## src/rtl/parity_xor_pipe.sv

```systemverilog
// parity_xor_pipe: two-stage pipelined per-lane y = a ^ b ^ (c & d) with valid/ready handshakes.
// Optional macro PARITY_ERR_CNT_EN adds err_clr/err_cnt, a saturating count of delivered words with out_all=0.
module parity_xor_pipe #(
    parameter int WIDTH = 8,
    parameter int CNT_W = 16
) (
    input  logic             clk,
    input  logic             rst,
    input  logic             in_valid,
    output logic             in_ready,
    input  logic [WIDTH-1:0] in_a,
    input  logic [WIDTH-1:0] in_b,
    input  logic [WIDTH-1:0] in_c,
    input  logic [WIDTH-1:0] in_d,
    output logic             out_valid,
    input  logic             out_ready,
    output logic [WIDTH-1:0] out_y,
    output logic             out_all
`ifdef PARITY_ERR_CNT_EN
    ,
    input  logic             err_clr,
    output logic [CNT_W-1:0] err_cnt
`endif
);
    logic             r_s1_valid;
    logic [WIDTH-1:0] r_s1_x;
    logic [WIDTH-1:0] r_s1_n;
    logic             r_out_valid;
    logic [WIDTH-1:0] r_out_y;
    logic             r_out_all;
    logic             w_s2_adv;
    logic             w_s1_adv;
    logic [WIDTH-1:0] w_y;

    assign w_s2_adv  = !r_out_valid || out_ready;
    assign w_s1_adv  = !r_s1_valid || w_s2_adv;
    assign w_y       = r_s1_x ^ r_s1_n;
    assign in_ready  = w_s1_adv;
    assign out_valid = r_out_valid;
    assign out_y     = r_out_y;
    assign out_all   = r_out_all;

    // stage 1: capture a^b and c&d whenever the stage can advance
    always_ff @(posedge clk) begin
        if (rst) begin
            r_s1_valid <= 1'b0;
            r_s1_x     <= '0;
            r_s1_n     <= '0;
        end else if (w_s1_adv) begin
            r_s1_valid <= in_valid;
            if (in_valid) begin
                r_s1_x <= in_a ^ in_b;
                r_s1_n <= in_c & in_d;
            end
        end
    end

    // stage 2: combine into the result and its AND-reduction; holds while stalled
    always_ff @(posedge clk) begin
        if (rst) begin
            r_out_valid <= 1'b0;
            r_out_y     <= '0;
            r_out_all   <= 1'b0;
        end else if (w_s2_adv) begin
            r_out_valid <= r_s1_valid;
            if (r_s1_valid) begin
                r_out_y   <= w_y;
                r_out_all <= &w_y;
            end
        end
    end

`ifdef PARITY_ERR_CNT_EN
    logic [CNT_W-1:0] r_err_cnt;
    assign err_cnt = r_err_cnt;

    // count delivered mismatches, saturating; clear wins over a same-cycle increment
    always_ff @(posedge clk) begin
        if (rst || err_clr)
            r_err_cnt <= '0;
        else if (r_out_valid && out_ready && !r_out_all && r_err_cnt != {CNT_W{1'b1}})
            r_err_cnt <= r_err_cnt + 1'b1;
    end
`endif
endmodule
```

## config.mk

```make
export PLATFORM = sky130hd
export DESIGN_NAME = parity_xor_pipe
export DESIGN_NICKNAME = d
export VERILOG_FILES = /design/src/rtl/parity_xor_pipe.sv
export SDC_FILE = /design/constraint.sdc
export NUM_CORES = 1
export LEC_CHECK = 0
export CAP_MARGIN = 20
export CORE_MARGIN = 8
export CORE_UTILIZATION = 38
export DETAILED_ROUTE_END_ITERATION = 6
export PLACE_DENSITY = 0.81
export SYNTH_ARGS = -nofsm -noshare
export SYNTH_HDL_FRONTEND = slang
export SYNTH_SLANG_ARGS = --single-unit
```

## constraint.sdc

```tcl
create_clock -name clk -period 1 [get_ports clk]
set_input_delay 0.25 -clock clk [delete_from_list [all_inputs] [get_ports clk]]
set_output_delay 0.25 -clock clk [all_outputs]
set_load 0.01 [all_outputs]
```

==> impl_metrics.toml <==
[placement]
gp_congestion = 0.7211
port-buffer-count = 46
dp_worst_setup_slack_ns = -0.6640
post-dp-hpwl_um = 2394
post-place-cells = 211

[synth]
yosysTopAreaCell = "dfxtp_1"
synth_edf_count = 0
yosys.area.top_type_share_pct = 45.96
synth-async-reset-ratio_pct = 0
syn_nets = 158
synth_area_leaders = "dfxtp_1, xnor2_1, a211oi_1"
syn_area_um2 = 1176
ys_warn_count = 0
synth_cells = 122
synth-main-ff-cell = "dfxtp_1"
ys_ff_latch = 27
ys_seq_area_share_pct = 45.96
ys_types = 23
syn_avg_cell_area_um2 = 9.640

[global_routing]
grt_util_all_layers_pct = 13.03
antenna_found_initial = 0
grt_pass1_vias = 1146
grt_max_degree = 18
grt_pass1_wl_um = 5361
grt_overflow = 0

[layout]
fin_cells = 224
antenna_cells = 0
multi_input_area_um2 = 695.7
syn2layout_area_growth_pct = 73.94
drive_gt1_share_pct = 46.60
fin_nets = 228
seqCellArea_um2 = 553.0
fillCellCount = 231

[setup_path]
start_kind = "flop"
crit_path_max_incr_delay_ns = 0.35
cp_max_fo = 4
arrival_ns = 1.44
end_kind = "flop"
slowest_stage = "dfxtp_2"
criticalPathCategory = "reg2reg"
crit_top_cell = "nor2b_4"
path_buf_inv = 1
path_delay_family = "simple AND/OR/NAND/NOR gates"
worstPathRequired_ns = 1.24
crit_chain = "nor2b_4 -> nor2b_4 -> clkbuf_16 -> mux2i_1 -> nor2_1"

[flow_run]
max-cap-violations = 0

[power]
p_seq_share_pct = 51.6
p_per_area_nw_per_um2 = 1132
pwr-share-comb_pct = 28.1
p_sw_share_pct = 27.21
power.internal_w = 0.001686
switchingPower_w = 0.0006299
leakage_nw = 0.7590
peakVddDrop_mv = 0.6233
power_frac_clock_pct = 20.3

[die]
die_w_um = 71.64
ioPinCount = 47
die_h_um = 71.64
initial_core_util_pct = 39.17
rows = 20
core_um2 = 3003
die-area_um2 = 5132

[detailed_routing]
viasPerCell = 4.996
wl_um = 3383
ant_nets = 0
wire_per_inst_um = 15.10
drc_errors = 0
vias = 1119
drtPass1Iterations = 4
drtIter0Drc = 59

[timing]
relSlewSlack_pct = 79.68
worst_slack_ns = -0.2009
finalClockSkew_ns = 0.01631
min_period_ns = 1.201
timing.hold.ws_ns = 0.4668
setup_viol = 36
worstMarginPinSlew_ns = 0.3026
max_freq_mhz = 832.7
period_share_pct = 120.1
rsz0062_at_grt = "yes"
drv_slew = 0
finalHoldViolations = 0

[hold_path]
holdCritPathClass = "in2reg"

[clock_network]
clk_pin_slew_ns = 0.15
cts.sinks = 27
cts_root_buf = "clkbuf_4"
cts_tree = "yes"
clockBufferDepth = 2
numCtsBuffers = 3
cts_htree_levels = 1
clk_latency_ns = 0.33

[run_status]
violations = "setup timing"
status = "finished, violations left"
logic make-up after synthesis:
family	after synthesis	share of synthesized area, %
DFF	27	45.96
xor gates and xnor gates	16	11.92
and+or+nand+nor	43	16.70
buffers and inverters	9	6.276
muxes	1	0.8511
AOI/OAI and AO/OA	26	18.30
state kept, by name, indices dropped and copies added (netlist names):
signal	cells
out_y	8
r_s1_x	8
out_valid	1
out_all	1
r_s1_n	8
r_s1_valid	1
worst register-to-register path: cells and delay by family (launching register included):
kind                   cells  cell delay [ns]
AND/OR/NAND/NOR            3             0.41
multiplexers               1             0.17
flip-flops                 1             0.35
buffers and inverters      1             0.19
routing by layer:
| metal | routed length [um] | global-route usage, % | vias to the layer above |
|---|---|---|---|
| met5 | 0 | 0 | - |
| met4 | 51 | 5.442 | 0 |
| met3 | 145 | 2.510 | 4 |
| met2 | 1839 | 25.00 | 29 |
| met1 | 1347 | 13.24 | 530 |
| li1 | - | - | 556 |
synthesized netlist by cell type (2+ instances only):
cell       n
dfxtp_1   27
nor2_1    19
xnor2_1   15
a211oi_1  10
nand2_1   10
a21oi_1    9
nand3_1    9
a211oi_2   5
buf_6      3
inv_1      2
placed cells by master (no fill, tap or decap), drive strengths merged:
cell / count
dlygate4sd2: 1
mux2i: 1
nand3: 9
inv: 2
clkdlybuf4s15: 1
clkbuf: 4
xor2: 1
o32ai: 1
nand2: 10
a211oi: 15
nor4: 1
nor2b: 2
nor2: 20
dfxtp: 27
xnor2: 15
clkdlybuf4s50: 34
buf: 35
nand3b: 1
clkinv: 1
a21oi: 10
layout make-up:
class / instances / share of cell area [%]
inverters: 2 / 0.3670
flip-flops and latches: 27 / 27.03
clock inverters: 1 / 0.2446
well taps: 33 / 2.018
clock buffers: 3 / 1.101
multi-input cells: 86 / 34.01
repair buffers: 72 / 35.23
repair_timing:
| action | CTS | global route |
|---|---|---|
| pin swaps | 1 | 7 |
| setup buffers | 4 | 4 |
| gates cloned | 1 | 1 |
| hold endpoints to repair | 0 | 0 |
| setup endpoints to repair | 36 | 36 |
| gates resized for setup | 67 | 10 |
| hold buffers | 0 | 0 |
power groups by stage:
stage	Combinational, W	Sequential (W)	Clock (W)
6_report	0.000650	0.00119	0.000471
5_1_grt	0.000695	0.00120	0.000521
4_1_cts	0.000614	0.00119	0.000469
3_5_place_dp	0.000558	0.00121	0
3_3_place_gp	0.000542	0.00121	0
2_1_floorplan	0.000255	0.00122	0
through the flow:
stage               power, W  cell area (um2)  TNS, ns  util, %
floorplan           0.001472             1255   -1.355        -
global placement    0.001748             1843   -14.36    61.38
detailed placement  0.001768             1843   -15.91    61.38
CTS                 0.002276             1976   -4.454    65.79
global route        0.002420             2046   -5.462    68.13
finish              0.002315             2046   -3.811    68.13
path summary, 6_finish.rpt:
kind             start        end  slack (ns)  cells past startpoint
max reg2reg  out_valid   out_y[6]       -0.20                      5
min reg2reg  r_s1_n[2]  r_s1_n[2]        0.48                      2
min          out_ready  out_valid        0.47                      5
max          out_valid   out_y[6]       -0.20                      5
No activity file was read; power rests on OpenSTA's default activity.
